==> src/rtl/display_pkg.sv <==
// Shared definitions for the display timing generator: config register
// addresses, default timing, the timing-set payload and the enable FSM states.
package display_pkg;

  // Storage width of one timing field; axis counter widths must not exceed it.
  localparam int unsigned TIMING_W = 16;

  typedef logic [TIMING_W-1:0] tfield_t;

  typedef struct packed {
    tfield_t sync;
    tfield_t back;
    tfield_t active;
    tfield_t total;
  } timing_t;

  typedef enum logic {
    ST_IDLE = 1'b0,
    ST_RUN  = 1'b1
  } gen_state_t;

  localparam logic [2:0] CFG_H_SYNC   = 3'd0;
  localparam logic [2:0] CFG_H_BACK   = 3'd1;
  localparam logic [2:0] CFG_H_ACTIVE = 3'd2;
  localparam logic [2:0] CFG_H_TOTAL  = 3'd3;
  localparam logic [2:0] CFG_V_SYNC   = 3'd4;
  localparam logic [2:0] CFG_V_BACK   = 3'd5;
  localparam logic [2:0] CFG_V_ACTIVE = 3'd6;
  localparam logic [2:0] CFG_V_TOTAL  = 3'd7;

  localparam int unsigned DEF_H_SYNC   = 128;
  localparam int unsigned DEF_H_BACK   = 88;
  localparam int unsigned DEF_H_ACTIVE = 800;
  localparam int unsigned DEF_H_TOTAL  = 1056;
  localparam int unsigned DEF_V_SYNC   = 4;
  localparam int unsigned DEF_V_BACK   = 23;
  localparam int unsigned DEF_V_ACTIVE = 600;
  localparam int unsigned DEF_V_TOTAL  = 628;

endpackage

==> src/rtl/display_timing_gen_timing_axis.sv <==
// One scan axis: position counter with wrap plus sync/blank/coordinate decode.
// All registered outputs are decoded from the next count so they line up with pos.
// Ports:
//   halt        force idle (pos 0, sync deasserted, blank, coord 0)
//   zero        restart at pos 0 with normal decode
//   step        advance pos, wrapping after total-1
//   total       live total used for the wrap decision
//   dec         timing set used to decode the next position
//   pos/sync/blank/coord  registered axis outputs
//   wrap_c      pos is the last count of the axis (combinational)
//   blank_nxt_c blank value being loaded this clock (combinational)
module timing_axis
  import display_pkg::*;
#(
  parameter int unsigned W        = 11,
  parameter bit          SYNC_POL = 1'b0
) (
  input  logic         clk,
  input  logic         rst_n,
  input  logic         halt,
  input  logic         zero,
  input  logic         step,
  input  tfield_t      total,
  input  timing_t      dec,
  output logic [W-1:0] pos,
  output logic         sync,
  output logic         blank,
  output logic [W-1:0] coord,
  output logic         wrap_c,
  output logic         blank_nxt_c
);

  // Two guard bits so sync+back+active cannot overflow.
  localparam int unsigned SW = TIMING_W + 2;

  logic [W-1:0]  pos_nxt;
  logic [SW-1:0] p;
  logic [SW-1:0] act_lo;
  logic [SW-1:0] act_hi;
  logic          in_act;
  logic          in_sync;

  assign wrap_c = (TIMING_W'(pos) == (total - TIMING_W'(1)));

  // Next count.
  always_comb begin
    pos_nxt = pos;
    if (halt || zero) begin
      pos_nxt = '0;
    end else if (step) begin
      pos_nxt = wrap_c ? '0 : pos + W'(1);
    end
  end

  // Window decode of the next count; windows past total are simply never reached.
  always_comb begin
    p           = SW'(pos_nxt);
    act_lo      = SW'(dec.sync) + SW'(dec.back);
    act_hi      = act_lo + SW'(dec.active);
    in_act      = (p >= act_lo) && (p < act_hi) && (p < SW'(dec.total));
    in_sync     = (p < SW'(dec.sync)) && !halt;
    blank_nxt_c = halt || !in_act;
  end

  always_ff @(posedge clk) begin
    if (!rst_n) begin
      pos   <= '0;
      sync  <= SYNC_POL;
      blank <= 1'b1;
      coord <= '0;
    end else begin
      pos   <= pos_nxt;
      sync  <= in_sync ? SYNC_POL : ~SYNC_POL;
      blank <= blank_nxt_c;
      coord <= (in_act && !halt) ? W'(p - act_lo) : '0;
    end
  end

endmodule

==> src/rtl/display_timing_gen.sv <==
// Runtime-programmable raster timing generator.
// Ports:
//   clk, _reset             clock, synchronous active-low reset
//   enable                  run counters; low holds the generator idle
//   cfg_we/cfg_addr/cfg_data staging register writes (addr 0..3 H, 4..7 V)
//   cfg_pending             staged values await commit at frame wrap
//   h_pos/v_pos             raw scan counters
//   hsync/vsync             sync pins at the configured polarity
//   hblank/vblank/de        blanking and data enable
//   x/y                     active-area coordinates, 0 while blanked
//   line_start/frame_start  one-clock strobes when the counters reach 0
module display_timing_gen
  import display_pkg::*;
#(
  parameter int unsigned HCOUNT_WIDTH = 11,
  parameter int unsigned VCOUNT_WIDTH = 10,
  parameter int unsigned H_SYNC_DEF   = DEF_H_SYNC,
  parameter int unsigned H_BACK_DEF   = DEF_H_BACK,
  parameter int unsigned H_ACTIVE_DEF = DEF_H_ACTIVE,
  parameter int unsigned H_TOTAL_DEF  = DEF_H_TOTAL,
  parameter int unsigned V_SYNC_DEF   = DEF_V_SYNC,
  parameter int unsigned V_BACK_DEF   = DEF_V_BACK,
  parameter int unsigned V_ACTIVE_DEF = DEF_V_ACTIVE,
  parameter int unsigned V_TOTAL_DEF  = DEF_V_TOTAL,
  parameter bit          HSYNC_POL    = 1'b0,
  parameter bit          VSYNC_POL    = 1'b0
) (
  input  logic                    clk,
  input  logic                    _reset,
  input  logic                    enable,
  input  logic                    cfg_we,
  input  logic [2:0]              cfg_addr,
  input  logic [HCOUNT_WIDTH-1:0] cfg_data,
  output logic                    cfg_pending,
  output logic [HCOUNT_WIDTH-1:0] h_pos,
  output logic [VCOUNT_WIDTH-1:0] v_pos,
  output logic                    hsync,
  output logic                    vsync,
  output logic                    hblank,
  output logic                    vblank,
  output logic                    de,
  output logic [HCOUNT_WIDTH-1:0] x,
  output logic [VCOUNT_WIDTH-1:0] y,
  output logic                    line_start,
  output logic                    frame_start
);

  localparam timing_t H_DEF = '{sync:   TIMING_W'(H_SYNC_DEF),
                                back:   TIMING_W'(H_BACK_DEF),
                                active: TIMING_W'(H_ACTIVE_DEF),
                                total:  TIMING_W'(H_TOTAL_DEF)};
  localparam timing_t V_DEF = '{sync:   TIMING_W'(V_SYNC_DEF),
                                back:   TIMING_W'(V_BACK_DEF),
                                active: TIMING_W'(V_ACTIVE_DEF),
                                total:  TIMING_W'(V_TOTAL_DEF)};

  gen_state_t state, state_nxt;
  logic       halt_c, start_c, run_c;

  timing_t    h_live, v_live, h_stage, v_stage;
  timing_t    h_dec, v_dec;
  tfield_t    wr_val_c;
  logic       wr_ok_c, commit_c;
  logic       h_wrap_c, v_wrap_c;
  logic       h_blank_nxt_c, v_blank_nxt_c;

  // Enable FSM state register.
  always_ff @(posedge clk) begin
    if (!_reset) state <= ST_IDLE;
    else         state <= state_nxt;
  end

  // Enable FSM: IDLE restarts the raster at 0, RUN advances it.
  always_comb begin
    state_nxt = state;
    halt_c    = 1'b0;
    start_c   = 1'b0;
    run_c     = 1'b0;
    case (state)
      ST_IDLE: begin
        if (enable) begin
          state_nxt = ST_RUN;
          start_c   = 1'b1;
        end else begin
          halt_c    = 1'b1;
        end
      end
      ST_RUN: begin
        if (enable) begin
          run_c     = 1'b1;
        end else begin
          state_nxt = ST_IDLE;
          halt_c    = 1'b1;
        end
      end
      default: state_nxt = ST_IDLE;
    endcase
  end

  // Write qualification, commit detect, and decode-set select.
  // On the commit clock the next count is the first of the new frame, so it
  // is decoded with the staged set that becomes live at the same edge.
  always_comb begin
    wr_val_c = cfg_addr[2] ? TIMING_W'(cfg_data[VCOUNT_WIDTH-1:0])
                           : TIMING_W'(cfg_data);
    wr_ok_c  = cfg_we && !((cfg_addr[1:0] == 2'd3) && (wr_val_c < TIMING_W'(2)));
    commit_c = enable && cfg_pending && h_wrap_c && v_wrap_c;
    h_dec    = commit_c ? h_stage : h_live;
    v_dec    = commit_c ? v_stage : v_live;
  end

  // Staging/live registers; a write on the commit clock lands after the copy.
  always_ff @(posedge clk) begin
    if (!_reset) begin
      h_live      <= H_DEF;
      v_live      <= V_DEF;
      h_stage     <= H_DEF;
      v_stage     <= V_DEF;
      cfg_pending <= 1'b0;
    end else begin
      if (commit_c) begin
        h_live <= h_stage;
        v_live <= v_stage;
      end
      if (wr_ok_c) begin
        case (cfg_addr)
          CFG_H_SYNC:   h_stage.sync   <= wr_val_c;
          CFG_H_BACK:   h_stage.back   <= wr_val_c;
          CFG_H_ACTIVE: h_stage.active <= wr_val_c;
          CFG_H_TOTAL:  h_stage.total  <= wr_val_c;
          CFG_V_SYNC:   v_stage.sync   <= wr_val_c;
          CFG_V_BACK:   v_stage.back   <= wr_val_c;
          CFG_V_ACTIVE: v_stage.active <= wr_val_c;
          CFG_V_TOTAL:  v_stage.total  <= wr_val_c;
        endcase
      end
      if (wr_ok_c)       cfg_pending <= 1'b1;
      else if (commit_c) cfg_pending <= 1'b0;
    end
  end

  timing_axis #(
    .W        (HCOUNT_WIDTH),
    .SYNC_POL (HSYNC_POL)
  ) u_h_axis (
    .clk         (clk),
    .rst_n       (_reset),
    .halt        (halt_c),
    .zero        (start_c),
    .step        (run_c),
    .total       (h_live.total),
    .dec         (h_dec),
    .pos         (h_pos),
    .sync        (hsync),
    .blank       (hblank),
    .coord       (x),
    .wrap_c      (h_wrap_c),
    .blank_nxt_c (h_blank_nxt_c)
  );

  timing_axis #(
    .W        (VCOUNT_WIDTH),
    .SYNC_POL (VSYNC_POL)
  ) u_v_axis (
    .clk         (clk),
    .rst_n       (_reset),
    .halt        (halt_c),
    .zero        (start_c),
    .step        (run_c && h_wrap_c),
    .total       (v_live.total),
    .dec         (v_dec),
    .pos         (v_pos),
    .sync        (vsync),
    .blank       (vblank),
    .coord       (y),
    .wrap_c      (v_wrap_c),
    .blank_nxt_c (v_blank_nxt_c)
  );

  // Data enable and strobes, aligned with the counters.
  always_ff @(posedge clk) begin
    if (!_reset) begin
      de          <= 1'b0;
      line_start  <= 1'b0;
      frame_start <= 1'b0;
    end else begin
      de          <= !h_blank_nxt_c && !v_blank_nxt_c;
      line_start  <= start_c || (run_c && h_wrap_c);
      frame_start <= start_c || (run_c && h_wrap_c && v_wrap_c);
    end
  end

endmodule

==> config.mk <==
export PLATFORM = sky130hd
export DESIGN_NAME = display_timing_gen
export DESIGN_NICKNAME = d
export VERILOG_FILES = /design/src/rtl/display_pkg.sv /design/src/rtl/display_timing_gen_timing_axis.sv /design/src/rtl/display_timing_gen.sv
export SDC_FILE = /design/constraint.sdc
export NUM_CORES = 1
export LEC_CHECK = 0
export ABC_AREA = 1
export ABC_CLOCK_PERIOD_IN_PS = 8680
export BUFFER_PORTS_ARGS = -buffer_cell sky130_fd_sc_hd__buf_2
export CAP_MARGIN = 20
export CORE_ASPECT_RATIO = 1.75
export CORE_MARGIN = 5
export CORE_UTILIZATION = 63
export DETAILED_ROUTE_END_ITERATION = 10
export PLACE_DENSITY = 0.81
export SETUP_SLACK_MARGIN = 0.2
export SLEW_MARGIN = 20
export SYNTH_ARGS = -nofsm -noshare
export SYNTH_HDL_FRONTEND = slang
export SYNTH_SLANG_ARGS = --single-unit
export TNS_END_PERCENT = 5
==> constraint.sdc <==
create_clock -name clk -period 8.68 [get_ports clk]
set_clock_uncertainty 0.2 [all_clocks]
set_input_delay 0.434 -clock clk [delete_from_list [all_inputs] [get_ports clk]]
set_output_delay 0.434 -clock clk [all_outputs]
set_load 0.1 [all_outputs]
== Word level (Yosys, flattened, before mapping) ==
Index checks and enable logic that the tools add are counted.
Word-level totals
  register bits after elaboration: 307
  output and inout port bits: 50
  logic and storage cells: 113
Cells by class
  eq/ne operators: 10
  add/subtract/negate cells: 10
  $lt $le $gt $ge: 9
  muxes and demuxes: 17
  reduce and logical (&&, ||, !) cells: 38
Operator list (count)
  $mux 64: 2
  $mux 11: 4
  $add 17x16->18: 2
  $add 16x16->17: 2
  $lt 10x16->1: 2
  $lt 11x16->1: 2
  $sub 16x1->16 const B: 2
  $mux 10: 3
  $reduce_and 2->1: 10
  $lt 10x18->1: 1
  $lt 11x18->1: 1
  $ge 10x17->1: 1
  $ge 11x17->1: 1
  $eq 10x16->1: 1
  $eq 11x16->1: 1
  $logic_and 1x1->1: 16
  $eq 3x3->1 const B: 4
  $add 11x1->11 const B: 1
  $lt 11x2->1 const B: 1
  $sub 11x11->11: 1
  $add 10x1->10 const B: 1
  $sub 10x10->10: 1
  $mux 1: 8
  $eq 3x2->1 const B: 2
  6 further kinds: 14

== Depth between registers and ports, before layout ==
  depth in word-level cells: 14
  gate-level depth with buffers: 50
  gate-level depth less buffers: 46

== Cells and area by module ==
From an unflattened synthesis, not the netlist that was laid out.
Second synthesis, totals
  cells, all modules: 2440
  area, all modules: 16868.7 um^2
By module, submodules not included
  display_timing_gen: cells each 1130, instances 1, area an instance 8413.1 um^2, sequential area each 4424.2 um^2
  timing_axis (u_h_axis): cells each 682, instances 1, area an instance 4429.2 um^2, sequential area each 480.5 um^2
  timing_axis (u_v_axis): cells each 628, instances 1, area an instance 4026.4 um^2, sequential area each 440.4 um^2

== Worst setup path before layout ==
Ideal clock, no wire load.
  path kind: register -> register
  start: reg u_v_axis.pos[0]
  end: reg u_h_axis.coord[2]
  data required time: 8.364 ns
  path buffers: 6
  library setup time: 0.116 ns
  arrival time: 6.911 ns
  period minus slack after synthesis: 7.227 ns
  path slack: 1.453 ns
  cell stages (with the launch flop): 46
  cells stage by stage: dfxtp_1 inv_1 a21oi_1 nand2_1 nor2_1 nand2_1 nor2_1 nand2_1 nor2_1 nand3_1 nor2_1 buf_4 buf_2 buf_2 buf_1 clkbuf_1 a21oi_1 ha_1 [... 10 more ...] a21boi_0 o21ai_0 xnor2_1 inv_1 ha_1 inv_1 nor3_1 nor3b_1 a221oi_1 xor2_1 inv_1 nand4_1 nand3b_1 nand3_1 nor2_1 nand3_1 buf_2 nor2_1
RTL lines
  from (decl): RTL line display_timing_gen_timing_axis.sv:25  | output logic [W-1:0] pos,
  from (signal assigned): RTL line display_timing_gen_timing_axis.sv:72  | pos <= pos_nxt;
  to (signal assigned): RTL line display_timing_gen_timing_axis.sv:75  | coord <= (in_act && !halt) ? W'(p - act_lo) : '0;
  to (decl): RTL line display_timing_gen_timing_axis.sv:28  | output logic [W-1:0] coord,

==> flow_summary_export.csv <==
group,metric,value,unit
outcome,run_status,"finished clean",
critical_path,max_stage_delay,0.43,ns
sta,setup_viol,0,
logic_synthesis,synthArstFlopShare,0,%
logic_synthesis,yosys.area.top_type,"dfxtp_1",
sta,post-route-period-util,87.8,%
logic_synthesis,syn_nets,2629,
route,drt_wl_total,48.5,mm
critical_path,r2r_setup_slack,1.06,ns
power_and_ir_drop,p_leak,8.88,nW
grt,grt_max_degree,90,
final_layout,layoutNonFillerInstCount,2842,
sta,finalSetupTns,0,ns
power_and_ir_drop,p_sw,0.000547,W
sta,period_minus_slack,7.62,ns
floorplan,ioPinCount,68,
place,pre_cts_ws,1.16,ns
clocking,clockRootBuffer,"clkbuf_16",
floorplan,die_w,133,um
logic_synthesis,ys_warn_count,0,
sta,max_freq,0.131,GHz
clocking,numCtsBuffers,25,
route,drtAntennaViolNets,0,
logic_synthesis,ys_ff_latch,267,
sta,grt_setup_unrepaired,"false",
critical_path,r2r_cells,43,
power_and_ir_drop,ir_worst_vdd,0.000168,V
floorplan,dieArea,30200,um2
grt,antenna_found_initial,1,
critical_path,cp-endpoint,"u_v_axis.blank",
critical_path,setup.worst_path.end_class,"register",
logic_synthesis,synth_top_cell_area_share,31.8,%
logic_synthesis,synth.most_common_cell,"nand2_1",
critical_path,worstPathRequired,8.71,ns
critical_path,r2r_start,"v_live[0]",
critical_path,reg2reg_to,"u_v_axis.blank",
critical_path,critPathMaxFanout,39,
critical_path,cp_slowest_cell,"buf_4",
route,drc,0,
clocking,insertion_delay,0.54,ns
critical_path,crit_path_start,"v_live[0]",
place,place_hpwl,38.1,mm
grt,grt_pass1_vias,15700,
floorplan,dieHeight,226,um
clocking,post-cts-setup-buffers,0,
critical_path,cp_common_cell,"nand2_1",
final_layout,fin_nets,2671,
floorplan,fp.coreArea,26500,um2
sta,relSlewSlack,25.3,%
final_layout,area_growth,8.56,%
critical_path,worstPathArrival,7.65,ns
logic_synthesis,synth-seq-area-share,31.8,%
logic_synthesis,avgSynthCellArea,6.83,um2
route,drt-initial-drc-count,1113,
power_and_ir_drop,power.share.clock,45.4,%
power_and_ir_drop,intPower,0.00189,W
grt,grt_pass1_wl,77.5,mm
logic_synthesis,syn_inst,2459,
hold_path,hp-class,"in2reg",
place,portBuffers,67,
logic_synthesis,synth_common_cells,"590 x nand2_1, 308 x inv_1, 267 x dfxtp_1, 261 x nor2_1, 194 x a21oi_1",
logic_synthesis,synth_flop_cell,"dfxtp_1",
critical_path,crit_type,"reg2reg",
logic_synthesis,synth_cell_type_count,56,
clocking,path_clk_slew,0.07,ns
grt,gr-total-overflow,0,
route,viasPerCell,5.65,
power_and_ir_drop,seqPwrFrac,51.0,%
power_and_ir_drop,power_density,134,nW/um2
floorplan,row_count,79,
clocking,htree_levels,1,
place,routabilityCongestion,0.998,
sta,finalHoldViolations,0,
clocking,clockBufferDepth,3,
route,detail_route.wl_per_cell,17.1,um
clocking,cts_tree,"done",
final_layout,drive_above_1_share,9.22,%
sta,setup_ws,1.06,ns
job,cap_violations,0,
logic_synthesis,synth_edf_count,0,
route,dr.pass1.iters,6,
grt,grt_usage,31.9,%
critical_path,start_kind,"register",
sta,tightest_slew,1.11,ns
sta,slew_violations,0,
clocking,clkSinkCount,267,
logic_synthesis,synth.area.top_cells,"dfxtp_1 32%, nand2_1 13%, ha_1 11%",
logic_synthesis,syn_area,16800,um2
route,num_vias,16100,
power_and_ir_drop,power.share.switching,22.4,%
place,placedCellCount,2797,
clocking,ctsResizeCount,0,
floorplan,initial_core_util,63.4,%
sta,hold_ws,0.0513,ns
power_and_ir_drop,pwr-share-comb,3.6,%
## layout by cell type (no fill, tap or decap), types with 7 or more instances in the layout
cell type,n
a211oi_1,12
a21oi_1,194
a31oi_1,7
buf_2,67
buf_4,23
clkbuf_16,25
dfxtp_1,267
ha_1,146
inv_1,308
inv_2,10
nand2_1,590
nand2_2,25
nand2_4,10
nand3_1,123
nand4_1,23
nor2_1,260
nor2_2,26
nor2_4,13
nor3_1,68
nor4_1,17
o21ai_0,118
o21bai_1,13
xnor2_1,29
xor2_1,49
## layer usage
layer	vias to the layer above	GRT usage, %	wire [um]
li1	8012	-	-
met1	7334	30.8	16900
met3	235	3.50	1850
met2	469	58.8	24400
met4	0	29.0	5350
met5	-	0	0
## repair_timing
item                                    CTS  global route
hold endpoints to repair                  1             0
hold buffers                              1             0
endpoints found under the setup margin    0             0
## through the flow
step	total power [W]	utilization (%)	cell area [um2]
6_report	0.00244	68.8	18200
5_1_grt	0.00252	68.8	18200
2_1_floorplan	0.00133	-	16800
4_1_cts	0.00245	68.8	18200
3_3_place_gp	0.00136	65.7	17400
3_5_place_dp	0.00136	65.7	17400
## cell type report
type	count	area [um2]
Multi-Input combinational cell	1791	9920
Inverter	325	1220
Timing Repair Buffer	91	518
Tap cell	324	405
Antenna cell	1	2.50
Clock buffer	34	719
Clock inverter	9	105
Fill cell	2353	8250
Sequential cell	267	5350
## sequential cells by signal (all words and copies together), names as in the netlist
signal          flops
cfg_pending         1
de                  1
frame_start         1
h_live             64
h_stage            44
line_start          1
state               1
u_h_axis.blank      1
u_h_axis.coord     11
u_h_axis.pos       11
u_h_axis.sync       1
u_v_axis.blank      1
u_v_axis.coord     10
u_v_axis.pos       10
u_v_axis.sync       1
v_live             64
v_stage            44
## power groups by stage
stage                      logic, W  registers (W)  clock network [W]
after floorplan           0.0000478        0.00128                  0
after global routing      0.0000934        0.00125            0.00118
after global placement    0.0000834        0.00127                  0
final                     0.0000867        0.00124            0.00111
after CTS                 0.0000859        0.00124            0.00112
after detailed placement  0.0000849        0.00127                  0
## critical path: cells and delay by family, from the launching register on
| kind | cells | cell delay, ns |
|---|---|---|
| adder cells (fa/ha/maj) | 5 | 1.53 |
| AO/OA/AOI/OAI | 9 | 1.40 |
| AND/OR/NAND/NOR | 22 | 2.62 |
| buffers and inverters | 5 | 0.78 |
| flip-flops | 1 | 0.31 |
| XOR/XNOR | 2 | 0.45 |
## cell families (layout without fill, tap and decap cells)
logic type	after synthesis	count (layout)	synth area share [%]
other cells	0	1	0
compound gates	375	375	12.1
flops	267	267	31.8
xor+xnor	79	79	4.16
simple gates	1181	1181	30.9
buf+inv	401	459	9.18
mux	4	4	0.238
fa+ha+maj	152	152	11.6
## worst min-delay path by stage
stage,startpoint,endpoint,slack [ns],depth (start not counted)
3_3_place_gp,v_live[43],v_live[43],0.23,2
2_1_floorplan,v_live[15],v_live[15],0.22,2
5_1_grt,cfg_data[10],h_stage[10],0.05,3
4_1_cts,cfg_data[10],h_stage[10],0.03,3
3_5_place_dp,h_live[62],h_live[62],0.23,2
6_report,cfg_data[10],h_stage[10],0.05,3
(Power assumes the default switching activity.)
